File: src/rtl/para_frame_setter.sv
// para_frame_setter: parses UART parameter frames, strobes the addressed channel, replies ACK/NAK.
// Define PARA_CRC_CHECK_EN to verify the received checksum byte.
module para_frame_setter #(
  parameter int          NUM_CH      = 6,
  parameter int          PARA_BYTES  = 4,
  parameter logic [7:0]  CMD_BASE    = 8'h10,
  parameter logic [7:0]  START_CODE  = 8'hAA,
  parameter logic [7:0]  END_CODE    = 8'h55,
  parameter logic [7:0]  OK_CODE     = 8'hFF,
  parameter logic [7:0]  ERR_CODE    = 8'h00,
  parameter int          CS_HOLD     = 20,
  parameter int          TIMEOUT_CYC = 100000
) (
  input  logic                    clk,
  input  logic                    rst,
  input  logic [7:0]              rx_data,
  input  logic                    rx_ok,
  input  logic                    tx_idle,
  output logic [7:0]              tx_data,
  output logic                    start_tx,
  output logic [8*PARA_BYTES-1:0] para,
  output logic [NUM_CH-1:0]       para_cs,
  output logic                    set_para_done,
  output logic                    busy,
  output logic                    frame_err
);
  localparam int PW = 8*PARA_BYTES;
  localparam int TW = $clog2(TIMEOUT_CYC+1);
  localparam int HW = $clog2(CS_HOLD+1);
`ifdef PARA_CRC_CHECK_EN
  localparam bit CRC_EN = 1'b1;
`else
  localparam bit CRC_EN = 1'b0;
`endif
  typedef enum logic [3:0] {IDLE, CMD, LEN_L, LEN_H, DATA, SUM, ENDB, APPLY, REPLY} state_t;
  state_t state_q, state_d;
  logic [1:0] rx_s_q, tx_s_q;
  logic [7:0] cmd_q, cmd_d, len_l_q, len_l_d, len_h_q, len_h_d, sum_q, sum_d, acc_q, acc_d;
  logic [7:0] status_q, status_d, tx_data_q, tx_data_d, ch, rb;
  logic [PW-1:0] shadow_q, shadow_d, para_q, para_d;
  logic [3:0] idx_q, idx_d;
  logic [1:0] phase_q, phase_d;
  logic [TW-1:0] tmo_q, tmo_d;
  logic [HW-1:0] hold_q, hold_d;
  logic [NUM_CH-1:0] cs_q, cs_d;
  logic start_tx_q, start_tx_d, done_q, done_d, busy_q, busy_d, err_q, err_d;
  logic rx_rise, tx_done, good;
  assign rx_rise = rx_s_q[0] & ~rx_s_q[1];
  assign tx_done = tx_s_q[1] & ~tx_s_q[0];
  assign ch = cmd_q - CMD_BASE;
  assign good = (ch < 8'(NUM_CH)) && ({len_h_q, len_l_q} == 16'(PARA_BYTES)) &&
                (!CRC_EN || sum_q == ~acc_q) && (rx_data == END_CODE);
  assign rb = idx_q == 4'd0 ? START_CODE :
              idx_q == 4'd1 ? cmd_q :
              idx_q == 4'd2 ? 8'h01 :
              idx_q == 4'd3 ? 8'h00 :
              idx_q == 4'd4 ? status_q :
              idx_q == 4'd5 ? ~(cmd_q + 8'h01 + status_q) : END_CODE;
  always_comb begin
    state_d    = state_q;
    cmd_d      = cmd_q;
    len_l_d    = len_l_q;
    len_h_d    = len_h_q;
    sum_d      = sum_q;
    acc_d      = acc_q;
    status_d   = status_q;
    tx_data_d  = tx_data_q;
    shadow_d   = shadow_q;
    para_d     = para_q;
    idx_d      = idx_q;
    phase_d    = phase_q;
    hold_d     = hold_q;
    err_d      = err_q;
    start_tx_d = 1'b0;
    done_d     = 1'b0;
    tmo_d      = (rx_rise || state_q inside {IDLE, APPLY, REPLY}) ? '0 : tmo_q + TW'(1);
    case (state_q)
      IDLE: if (rx_rise && rx_data == START_CODE) begin
        acc_d   = '0;
        state_d = CMD;
      end
      CMD: if (rx_rise) begin
        cmd_d   = rx_data;
        acc_d   = acc_q + rx_data;
        state_d = LEN_L;
      end
      LEN_L: if (rx_rise) begin
        len_l_d = rx_data;
        acc_d   = acc_q + rx_data;
        state_d = LEN_H;
      end
      LEN_H: if (rx_rise) begin
        len_h_d = rx_data;
        acc_d   = acc_q + rx_data;
        idx_d   = '0;
        state_d = DATA;
      end
      DATA: if (rx_rise) begin
        shadow_d = PW'({rx_data, shadow_q} >> 8);
        acc_d    = acc_q + rx_data;
        idx_d    = idx_q + 4'd1;
        state_d  = idx_q == 4'(PARA_BYTES-1) ? SUM : DATA;
      end
      SUM: if (rx_rise) begin
        sum_d   = rx_data;
        state_d = ENDB;
      end
      ENDB: if (rx_rise) begin
        status_d = good ? OK_CODE : ERR_CODE;
        err_d    = !good;
        para_d   = good ? shadow_q : para_q;
        hold_d   = '0;
        idx_d    = '0;
        phase_d  = '0;
        state_d  = good ? APPLY : REPLY;
      end
      APPLY: begin
        hold_d  = hold_q + HW'(1);
        state_d = hold_q == HW'(CS_HOLD-1) ? REPLY : APPLY;
      end
      REPLY: begin
        // load tx_data, pulse start_tx the cycle after, then wait for the byte to go out
        if (phase_q == 2'd0) begin
          tx_data_d = rb;
          phase_d   = 2'd1;
        end else if (phase_q == 2'd1) begin
          start_tx_d = 1'b1;
          phase_d    = 2'd2;
        end else if (tx_done) begin
          done_d  = idx_q == 4'd6;
          state_d = idx_q == 4'd6 ? IDLE : REPLY;
          idx_d   = idx_q + 4'd1;
          phase_d = 2'd0;
        end
      end
      default: state_d = IDLE;
    endcase
    if (state_q inside {CMD, LEN_L, LEN_H, DATA, SUM, ENDB} && !rx_rise && tmo_q == TW'(TIMEOUT_CYC-1))
      state_d = IDLE;
    busy_d = state_d != IDLE;
    cs_d   = state_d == APPLY ? NUM_CH'(1) << ch : '0;
  end
  always_ff @(posedge clk) begin
    if (rst) begin
      state_q    <= IDLE;
      rx_s_q     <= 2'b11;
      tx_s_q     <= 2'b11;
      cmd_q      <= '0;
      len_l_q    <= '0;
      len_h_q    <= '0;
      sum_q      <= '0;
      acc_q      <= '0;
      status_q   <= '0;
      tx_data_q  <= '0;
      shadow_q   <= '0;
      para_q     <= '0;
      idx_q      <= '0;
      phase_q    <= '0;
      tmo_q      <= '0;
      hold_q     <= '0;
      cs_q       <= '0;
      start_tx_q <= 1'b0;
      done_q     <= 1'b0;
      busy_q     <= 1'b0;
      err_q      <= 1'b0;
    end else begin
      state_q    <= state_d;
      rx_s_q     <= {rx_s_q[0], rx_ok};
      tx_s_q     <= {tx_s_q[0], tx_idle};
      cmd_q      <= cmd_d;
      len_l_q    <= len_l_d;
      len_h_q    <= len_h_d;
      sum_q      <= sum_d;
      acc_q      <= acc_d;
      status_q   <= status_d;
      tx_data_q  <= tx_data_d;
      shadow_q   <= shadow_d;
      para_q     <= para_d;
      idx_q      <= idx_d;
      phase_q    <= phase_d;
      tmo_q      <= tmo_d;
      hold_q     <= hold_d;
      cs_q       <= cs_d;
      start_tx_q <= start_tx_d;
      done_q     <= done_d;
      busy_q     <= busy_d;
      err_q      <= err_d;
    end
  end
  assign tx_data       = tx_data_q;
  assign start_tx      = start_tx_q;
  assign para          = para_q;
  assign para_cs       = cs_q;
  assign set_para_done = done_q;
  assign busy          = busy_q;
  assign frame_err     = err_q;
endmodule

File: config.mk
export PLATFORM = sky130hd
export DESIGN_NAME = para_frame_setter
export DESIGN_NICKNAME = d
export VERILOG_FILES = /design/src/rtl/para_frame_setter.sv
export SDC_FILE = /design/constraint.sdc
export NUM_CORES = 1
export LEC_CHECK = 0
export CAP_MARGIN = 30
export CORE_MARGIN = 2
export CORE_UTILIZATION = 30
export DETAILED_ROUTE_END_ITERATION = 8
export GPL_TIMING_DRIVEN = 0
export HOLD_SLACK_MARGIN = 0.15
export PLACE_DENSITY = 0.47
export SLEW_MARGIN = 20
export SYNTH_ARGS = -nofsm -noshare
export SYNTH_HDL_FRONTEND = slang
export SYNTH_SLANG_ARGS = --single-unit
export TNS_END_PERCENT = 1
File: constraint.sdc
create_clock -name clk -period 6.1 [get_ports clk]
set_input_delay 1.83 -clock clk [delete_from_list [all_inputs] [get_ports clk]]
set_output_delay 1.83 -clock clk [all_outputs]
set_load 0.01 [all_outputs]
; ---- After elaboration in Yosys (flattened, before gate mapping)
; Index checks and enable logic that the tools add are counted.
[op_classes]
n_addsub = 6
n_mux = 37
n_eq_ne = 28
n_reduce_logical = 32
n_shift = 1
n_bitwise = 8
order_cmp = 1
[op_table]
columns = op, count
row1 = 2-to-1 mux 4 bit, 19
row2 = 2-to-1 mux 8 bit, 7
row3 = case mux 4 bit (9 select lines), 1
row4 = "== test 4 x 3 -> 1 bit, second input constant", 8
row5 = "adder 17 x 1 -> 17 bit, second input constant", 1
row6 = "== test 17 bit, second input constant", 1
row7 = "== test 16 x 3 -> 1 bit, second input constant", 1
row8 = "== test 4 x 2 -> 1 bit, second input constant", 4
row9 = AND reduction 2 bit, 7
row10 = case mux 4 bit (3 select lines), 1
row11 = "inequality test 2 bit, second input constant", 5
row12 = case mux 5 bit (2 select lines), 1
row13 = "adder 8 x 1 -> 8 bit, second input constant", 1
row14 = adder 8 bit, 1
row15 = "== test 4 x 1 -> 1 bit, second input constant", 2
row16 = "== test 8 x 7 -> 1 bit, second input constant", 1
row17 = "== test 8 bit, second input constant", 1
row18 = zero test 4 bit, 2
row19 = "less-than comparator 8 x 3 -> 1 bit, second input constant", 1
row20 = 2-to-1 mux 2 bit, 4
row21 = NOT 8 bit, 1
row22 = "left shift 1 x 8 -> 6 bit, first input constant", 1
row23 = "subtractor 8 x 5 -> 8 bit, second input constant", 1
row24 = AND reduction 3 bit, 2
row25 = 24 further kinds, 39
[word_totals]
output_inout_bits = 50
ff_bits = 150
inputBits = 12

; ---- Longest topological paths before layout
; Gate-level depths: netlist of the first run.
[depth]
word_depth = 11
depth_mapped = 9
mapped_depth_nobuf = 9

; ---- Worst setup path after synthesis of the first run
; No wires, ideal clock.
[synth_timing]
path_kind = input to register
from = input rx_data[5]
to = register cs_q[4] (netlist: para_cs[4])
required_time_ns = 6.039
t_arrival_ns = 3.239
n_path_buf = 0
setup_ns = 0.061
path_stages = 6
setup_slack_ns = 2.800
cell_sequence = nor4_1 -> nand4_1 -> nor4b_4 -> a2111oi_1 -> nor3_2 -> and4_1
[synth_via]
elab_chain_len = 9
[synth_lines]
columns = element, line_no
row1 = start: declaration, 16  ; input logic [7:0] rx_data,
row2 = == test 8 x 7 -> 1 bit, 52  ; (!CRC_EN || sum_q == ~acc_q) && (rx_data == END_CODE);
row3 = logical AND 1 bit, 52
row4 = 2-to-1 mux 4 bit, 115  ; state_d = good ? APPLY : REPLY;
row5 = 2-to-1 mux 4 bit, 108  ; ENDB: if (rx_rise) begin
row6 = case mux 4 bit (9 select lines) (*), 77  ; case (state_q)
row7 = 2-to-1 mux 4 bit (*), 138  ; if (state_q inside {CMD, LEN_L, LEN_H, DATA, SUM, ENDB} && !rx_rise && tmo_q == TW'(TIMEOUT_CYC-1))
row8 = == test 4 x 3 -> 1 bit (*), 141  ; cs_d = state_d == APPLY ? NUM_CH'(1) << ch : '0;
row9 = NOT 1 bit (no line) (*), n/a
row10 = OR reduction 2 bit (no line) (*), n/a
row11 = end signal: assignment, 183  ; cs_q <= cs_d;
row12 = end: declaration, 45  ; logic [NUM_CH-1:0] cs_q, cs_d;
; Mark *: on every way between the ends. The rest lies on a longest branch, timed or not.
; A chain may end at the register's enable or synchronous reset.

; ---- Worst setup path after layout of the first run
[layout_timing]
from = input rx_data[6]
to = register cs_q[5] (netlist: para_cs[5])
; Same word-level chain as after synthesis.

==> results of run 1 <==
-- power groups by stage --
stage / clock, mW / sequential (mW) / combinational (mW)
2_1_floorplan: 0 / 0.956 / 0.0178
3_3_place_gp: 0 / 0.957 / 0.0379
3_5_place_dp: 0 / 0.957 / 0.0382
4_1_cts: 1.06 / 0.936 / 0.0382
5_1_grt: 1.10 / 0.936 / 0.0412
6_report: 1.04 / 0.936 / 0.0380
-- worst max-delay path, delay by kind of cell --
kind                   cells  cell delay [ns]
AO/OA/AOI/OAI              1             0.20
buffers and inverters      1             0.62
AND/OR/NAND/NOR            5             1.89
-- cell type report --
type | count | area share (%)
clock buffers | 20 | 5.983
clock inverters | 11 | 1.754
plain buffers | 38 | 2.000
multi-input cells | 541 | 39.93
inverters | 11 | 0.5409
flip-flops and latches | 143 | 37.50
repair buffers | 60 | 7.868
well taps | 270 | 4.426
-- sequential cells by signal, summed over array words and instances, names as in the netlist, 4 cells and up --
name / count
idx_q: 4
para: 32
shadow_q: 32
state_q: 4
len_h_q: 8
tmo_q: 17
len_l_q: 8
para_cs: 6
hold_q: 5
tx_data: 8
cmd_q: 8
-- layout by cell type, fill, tap and decap left out, types with 13 or more instances in the layout --
cell and n:
dfxtp_1 143, nor2_1 81, mux2i_1 25, clkbuf_16 17, nand2_1 158, a21oi_1 86, clkbuf_1 29, nand3_1 16
xor2_1 14, ha_1 13, clkdlybuf4s50_1 60
-- worst max path at each step --
stage	from	endpoint	slack, ns	depth (start not counted)
global route	rx_data[6]	para_cs[5]$_SDFF_PP0_	1.76	7
global placement	rx_data[6]	para_cs[5]$_SDFF_PP0_	1.46	7
floorplan	rx_data[5]	para_cs[4]$_SDFF_PP0_	2.80	6
detailed placement	rx_data[6]	para_cs[5]$_SDFF_PP0_	1.48	7
CTS	rx_data[6]	para_cs[5]$_SDFF_PP0_	1.91	7
finish	rx_data[6]	para_cs[5]$_SDFF_PP0_	1.93	7
-- metrics by stage --
stage	area (sq um)	utilization (%)	cells	total power, mW
2_1_floorplan	6105	-	733	0.9743
3_5_place_dp	7043	35.03	1063	0.9950
5_1_grt	7634	37.97	1094	2.073
4_1_cts	7634	37.97	1094	2.035
3_3_place_gp	7043	35.03	1063	0.9947
6_report	7634	37.97	1094	2.016
-- logic make-up after synthesis --
| group | after synthesis | synth area share [%] |
|---|---|---|
| fa+ha+maj | 14 | 2.992 |
| buf+inv | 49 | 3.177 |
| xor+xnor | 20 | 2.869 |
| compound gates | 138 | 13.38 |
| simple gates | 344 | 26.58 |
| mux | 25 | 4.099 |
| flops | 143 | 46.89 |
-- per-layer routing --
metal | wire length [um] | share of wire (%)
met5 | 0 | 0
met4 | 365 | 2.3
met3 | 548 | 3.4
met2 | 7391 | 46
met1 | 7910 | 49
==> impl_results.md, run 1 <==
* Htree depth at 4
* CTS root buf: clkbuf_16
* Post-synth top area cell: dfxtp_1
* Synth top area cells: dfxtp_1 47%, nand2_1 9.7%, a21oi_1 7.1%
* DIE AREA at 21510 sq um
* Top-area cell type share of the netlist area at 46.89%
* GP Congestion at 0.8125
* VDD IR max at 0.1860 mV
* Row count at 52
* GR Util met3 at 3.156%
* WHS Path Cells at 2
* Die H at 146.7 um
* FMAX at 239.6 MHz
* Syn nets at 759
* Comb pwr share at 1.9%
* Outcome: finished, final reports clean
* Crit-path slowest cell: nor4b_4
* GRT Util Overall at 15.28%
* PwrDens at 264.1 nW/um^2
* Final wirelength at 16.22 mm
* Met1 usage at 20.35%
* Initial antenna violation count at 0
* Post-route ant nets at 0
* Layer with the highest usage: met2
* Crit path kind: in -> reg
* Setup WS pre-CTS at 1.484 ns
* Cts repair resizes at 0
* Critical Path RT at 6.46 ns
* RSZ-0062 raised after global routing: false
* Hold Path Origin: para[7]$_SDFFE_PP0P_
* Tcrit/Tclk final at 68.43%
* Worst-path cell chain: clkdlybuf4s50_1 > nor4b_1 > nand4_1 > nor4b_4 > a2111oi_1 > nor3_2 > and4_1
* Synthesized area per cell at 8.328 sq um
* Critical path arrival at 4.53 ns
* Switch share at 21.96%
* Critical Path End Type: flip-flop
* Int Pwr at 1.573 mW
* Top post-synthesis cells by count: 158 x nand2_1, 143 x dfxtp_1, 86 x a21oi_1
* Setup ws final at 1.926 ns
* Clock tree buffer depth at 2
* Sequential-to-total area share from yosys stat at 46.89%
* Worst-Margin Slew at 0.9115 ns
* WHS Endpoint: para[7]$_SDFFE_PP0P_
* Top FF cell, synth: dfxtp_1
* P_sw at 0.4427 mW
* Fillers at 2087
* Startpoint types: input pin
* WHS at 0.4487 ns
* DRC Markers at 0
* Asr flop ratio synth at 0%
* Area grow syn2layout at 25.05%
* Leakage power at 2.743 nW
* Final Net Count at 838
* EDFF count, synth at 0
* HPWL after detailed placement at 11.92 mm
* TritonCTS clock tree: done
* Reg clk slew, reported paths at 0.06 ns
* Pin count of the biggest net entering global routing at 17
* Register area at 2863 sq um
* Mapped Area at 6105 sq um
* Skew-Pair Late Insertion Delay at 0.42 ns
* Worst R2R Start: state_q[1]$_SDFF_PP0_
* Min-Delay Path Class: reg -> reg
* Sink Count at 143
* Post-CTS Hold Buffers at 0
* Yosys warns at 0
* Share of cells above drive strength 1 at 6.432%
* Final Skew at 0.007125 ns
* Distinct cells, synth at 63
* Cts bufs inserted at 17
* Via count at 5310
* Worst path max stage delay at 0.65 ns
* Most frequent cell after synthesis: nand2_1
* Initial Utilization at 30.36%
* Via-to-Cell Ratio at 4.854
* GR Util met2 at 24.20%
* Io pins at 62
* IO buf count at 60
* Sum Neg Setup Slack at 0 ns
* Register bit total from synthesis at 143
* Final Hold Fails at 0
* Seq pwr share at 46.4%
* Period minus WS final at 4.174 ns
* Worst R2R Setup Slack at 3.58 ns
* Detailed Routing Iterations Pass 1 at 5
* DR iter-0 viols at 334
* Worst R2R Path Depth at 6
* Core ar. at 20100 sq um
* Die Span X at 146.7 um
* Slew margin rel. at 38.67%
* Wire per inst at 14.82 um
* Footprint of the multi-input gates at 3048 sq um
* # diodes at 0
* Final Max Tran Viols at 0
* Reg-to-reg endpoint: shadow_q[30]$_SDFFE_PP0P_
* Max cap viols at 0
* Clock network fraction of total power at 51.7%
* Grt ovf at 0
* First-pass GRT wire length at 26.26 mm
* Number of global-route vias before repair at 5157
* Post-Synthesis Cells at 733
* Setup violations, final at 0
* Worst-path fanout max at 9
* Setup bufs post-CTS at 0
(Power assumes the default switching activity.)
==> inputs of run 2 (changes only) <==
==> constraint.sdc (replaced) <==
create_clock -name clk -period 4.1 [get_ports clk]
set_input_delay 1.23 -clock clk [delete_from_list [all_inputs] [get_ports clk]]
set_output_delay 1.23 -clock clk [all_outputs]
set_load 0.01 [all_outputs]
==> results of run 2 <==
The final DEF is identical to that of run 1. Status: finished, final reports clean.
Main changes from that run: setup slack after placement 1.484 ns -> 0.08437 ns; setup slack after layout 1.926 ns -> 0.5260 ns; register-to-register setup slack 3.58 ns -> 1.58 ns; total power 2.016 mW -> 2.999 mW; worst IR drop on VDD 0.1860 mV -> 0.2767 mV
==> inputs of run 3 (changes only) <==
--- a/config.mk
+++ b/config.mk
@@ -8,10 +8,12 @@
 export CAP_MARGIN = 30
 export CORE_MARGIN = 2
 export CORE_UTILIZATION = 30
+export CTS_CLUSTER_SIZE = 25
 export DETAILED_ROUTE_END_ITERATION = 8
 export GPL_TIMING_DRIVEN = 0
 export HOLD_SLACK_MARGIN = 0.15
 export PLACE_DENSITY = 0.47
+export REMOVE_ABC_BUFFERS = 1
 export SLEW_MARGIN = 20
 export SYNTH_ARGS = -nofsm -noshare
 export SYNTH_HDL_FRONTEND = slang
==> run 3 against run 2 <==
Clock power fell by 4%. Critical endpoint unchanged. Final area fell by 0.77%. Flip-flop and latch count did not move. Critical path depth did not move. Non-clock buffer count down 29. Critical path type unchanged.
==> impl_results.md, run 3 (same netlist as run 1, synthesis figures left out) <==
* Row count at 52 (unchanged)
* DR iter-0 viols at 294 (-12%)
* GP Congestion at 0.8170 (+0.55%)
* Crit path kind: in -> reg
* Cts repair resizes at 0 (unchanged)
* Worst path max stage delay at 0.65 ns (about the same)
* Most frequent cells in the layout: 158 x nand2_1, 143 x dfxtp_1, 86 x a21oi_1
* Max cap viols at 0 (unchanged)
* Initial antenna violation count at 0 (unchanged)
* CP delay by family, top: simple AND/OR/NAND/NOR gates
* WHS at 0.4487 ns (+0.00001900 ns)
* FMAX at 292.5 MHz
* Final Skew at 0.005818 ns (-0.001307 ns)
* Outcome: finished, final reports clean
* Sink Count at 143 (unchanged)
* Grt ovf at 0 (unchanged)
* CTS root buf: clkbuf_16
* Via count at 5121 (-3.6%)
* Cell Area, Placed at 6999 sq um (-0.62%)
* Final Net Count at 809 (-3.5%)
* Skew-Pair Late Insertion Delay at 0.42 ns (about the same)
* Period minus WS final at 3.419 ns
* Crit-path slowest cell: clkdlybuf4s50_1
* Final Max Tran Viols at 0 (unchanged)
* Hold Path Origin: para[22]$_SDFFE_PP0P_
* Tcrit/Tclk final at 83.40%
* GRT Util Overall at 14.10% (-1.2 points)
* Worst-path cell chain: clkdlybuf4s50_1 > nor4b_1 > nand4_1 > nor4b_4 > a2111oi_1 > nor3_2 > and4_1
* Worst-path fanout max at 8 (-1)
* PwrDens at 387.8 nW/um^2
* Post-CTS Hold Buffers at 0 (unchanged)
* Number of global-route vias before repair at 4910 (-4.8%)
* Initial Utilization at 30.36% (unchanged)
* CP bufs+invs at 1 (unchanged)
* Reg-to-reg endpoint: para[28]$_SDFFE_PP0P_
* Setup violations, final at 0 (unchanged)
* VDD IR max at 0.2747 mV
* IO buf count at 61 (+1.7%)
* Startpoint types: input pin
* Min-Delay Path Class: reg -> reg
* Fillers at 2040 (-2.3%)
* Setup WS pre-CTS at 0.2033 ns
* HPWL after detailed placement at 10.32 mm (-13%)
* Detailed Routing Iterations Pass 1 at 4 (-1)
* Worst-Margin Slew at 0.7562 ns (-0.1553 ns)
* Cts bufs inserted at 17 (unchanged)
* Slew margin rel. at 49.52% (+11 points)
* Pin count of the biggest net entering global routing at 65 (+48)
* Die H at 146.7 um (unchanged)
* DIE AREA at 21510 sq um (unchanged)
* Worst R2R Path Depth at 6 (unchanged)
* Post-route ant nets at 0 (unchanged)
* Via-to-Cell Ratio at 4.804 (-1.0%)
* Core ar. at 20100 sq um (unchanged)
* WHS Path Cells at 2 (unchanged)
* Commonest non-fill, non-tap cell in the layout: nand2_1
* Critical path arrival at 3.77 ns
* Reg clk slew, reported paths at 0.06 ns (about the same)
* Io pins at 62 (unchanged)
* Final Util at 37.68% (-0.29 points)
* Setup bufs post-CTS at 0 (unchanged)
* Clock tree buffer depth at 2 (unchanged)
* Finished Cell Area at 7575 sq um (-0.77%)
* Area grow syn2layout at 24.08%
* Setup ws final at 0.6807 ns
* Final wirelength at 14.58 mm (-10%)
* Wire per inst at 13.68 um (-7.7%)
* TritonCTS clock tree: done
* Worst R2R Setup Slack at 1.28 ns
* RSZ-0062 raised after global routing: false
* Leakage power at 2.727 nW (-0.60%)
* Overall power at 2.937 mW
* # diodes at 0 (unchanged)
* Final Hold Fails at 0 (unchanged)
* DRC Markers at 0 (unchanged)
* Worst R2R Start: state_q[1]$_SDFF_PP0_
* WHS Endpoint: para[22]$_SDFFE_PP0P_
* Die Span X at 146.7 um (unchanged)
* First-pass GRT wire length at 24.56 mm (-6.5%)
* Share of cells above drive strength 1 at 7.161% (+0.73 points)
* Critical Path RT at 4.45 ns
* Critical Path End Type: flip-flop
* Htree depth at 4 (unchanged)
[run 3: cell count changes in the layout (fill, tap and decap cells not counted), sizes merged]
| cell | change |
|---|---|
| inv | +1 |
| bufinv | -1 |
| clkbuf | -27 |
| buf | -1 |
[run 3: how the worst max path moves through the flow]
stage | slack, ns | endpoint | depth (start not counted) | start
finish | 0.68 | para_cs[5]$_SDFF_PP0_ | 7 | rx_data[6]
global route | 0.37 | para_cs[5]$_SDFF_PP0_ | 7 | rx_data[6]
CTS | 0.64 | para_cs[5]$_SDFF_PP0_ | 7 | rx_data[0]
detailed placement | 0.20 | para_cs[5]$_SDFF_PP0_ | 7 | rx_data[0]
global placement | -1.51 | tmo_q[9]$_SDFF_PP0_ | 4 | rst
floorplan | 0.72 | para_cs[4]$_SDFF_PP0_ | 6 | rx_data[5]
[run 3: stage by stage]
stage | std cells | setup TNS (ns)
after global routing | 1066 | 0
after detailed placement | 1034 | 0
final | 1066 | 0
after global placement | 1026 | -137.06
after floorplan | 695 | 0
after CTS | 1066 | 0
[run 3: tightest hold or removal path, cell delays in order (launching register included)]
cell and delay (ns):
dfxtp_1 0.31, nand2_1 0.05, a21oi_1 0.05
[run 3: routing by layer]
metal	part of all wire (%)	track usage, %	vias to the layer above
met4	1.5	5.631	0
li1	-	-	2623
met2	47	22.39	68
met3	3.3	3.813	15
met1	48	18.19	2415
met5	0	0	-
[run 3: area by class of cell]
class                      count  area (sq um)  share of cell area (%)
clock buffer                  21         470.5                   6.211
clock inverter                11         105.1                   1.388
inverter                      11         41.29                  0.5451
multi-input combinational    541          3059                   40.39
sequential                   143          2863                   37.79
tap                          270         337.8                   4.460
timing repair buffer          69         698.2                   9.217
[run 3: where the power goes]
part	switching [mW]	total (mW)	internal, mW
registers	0.00169	1.39	1.39
logic	0.0334	0.0525	0.0191
clock network	0.605	1.49	0.887
total	0.640	2.94	2.30
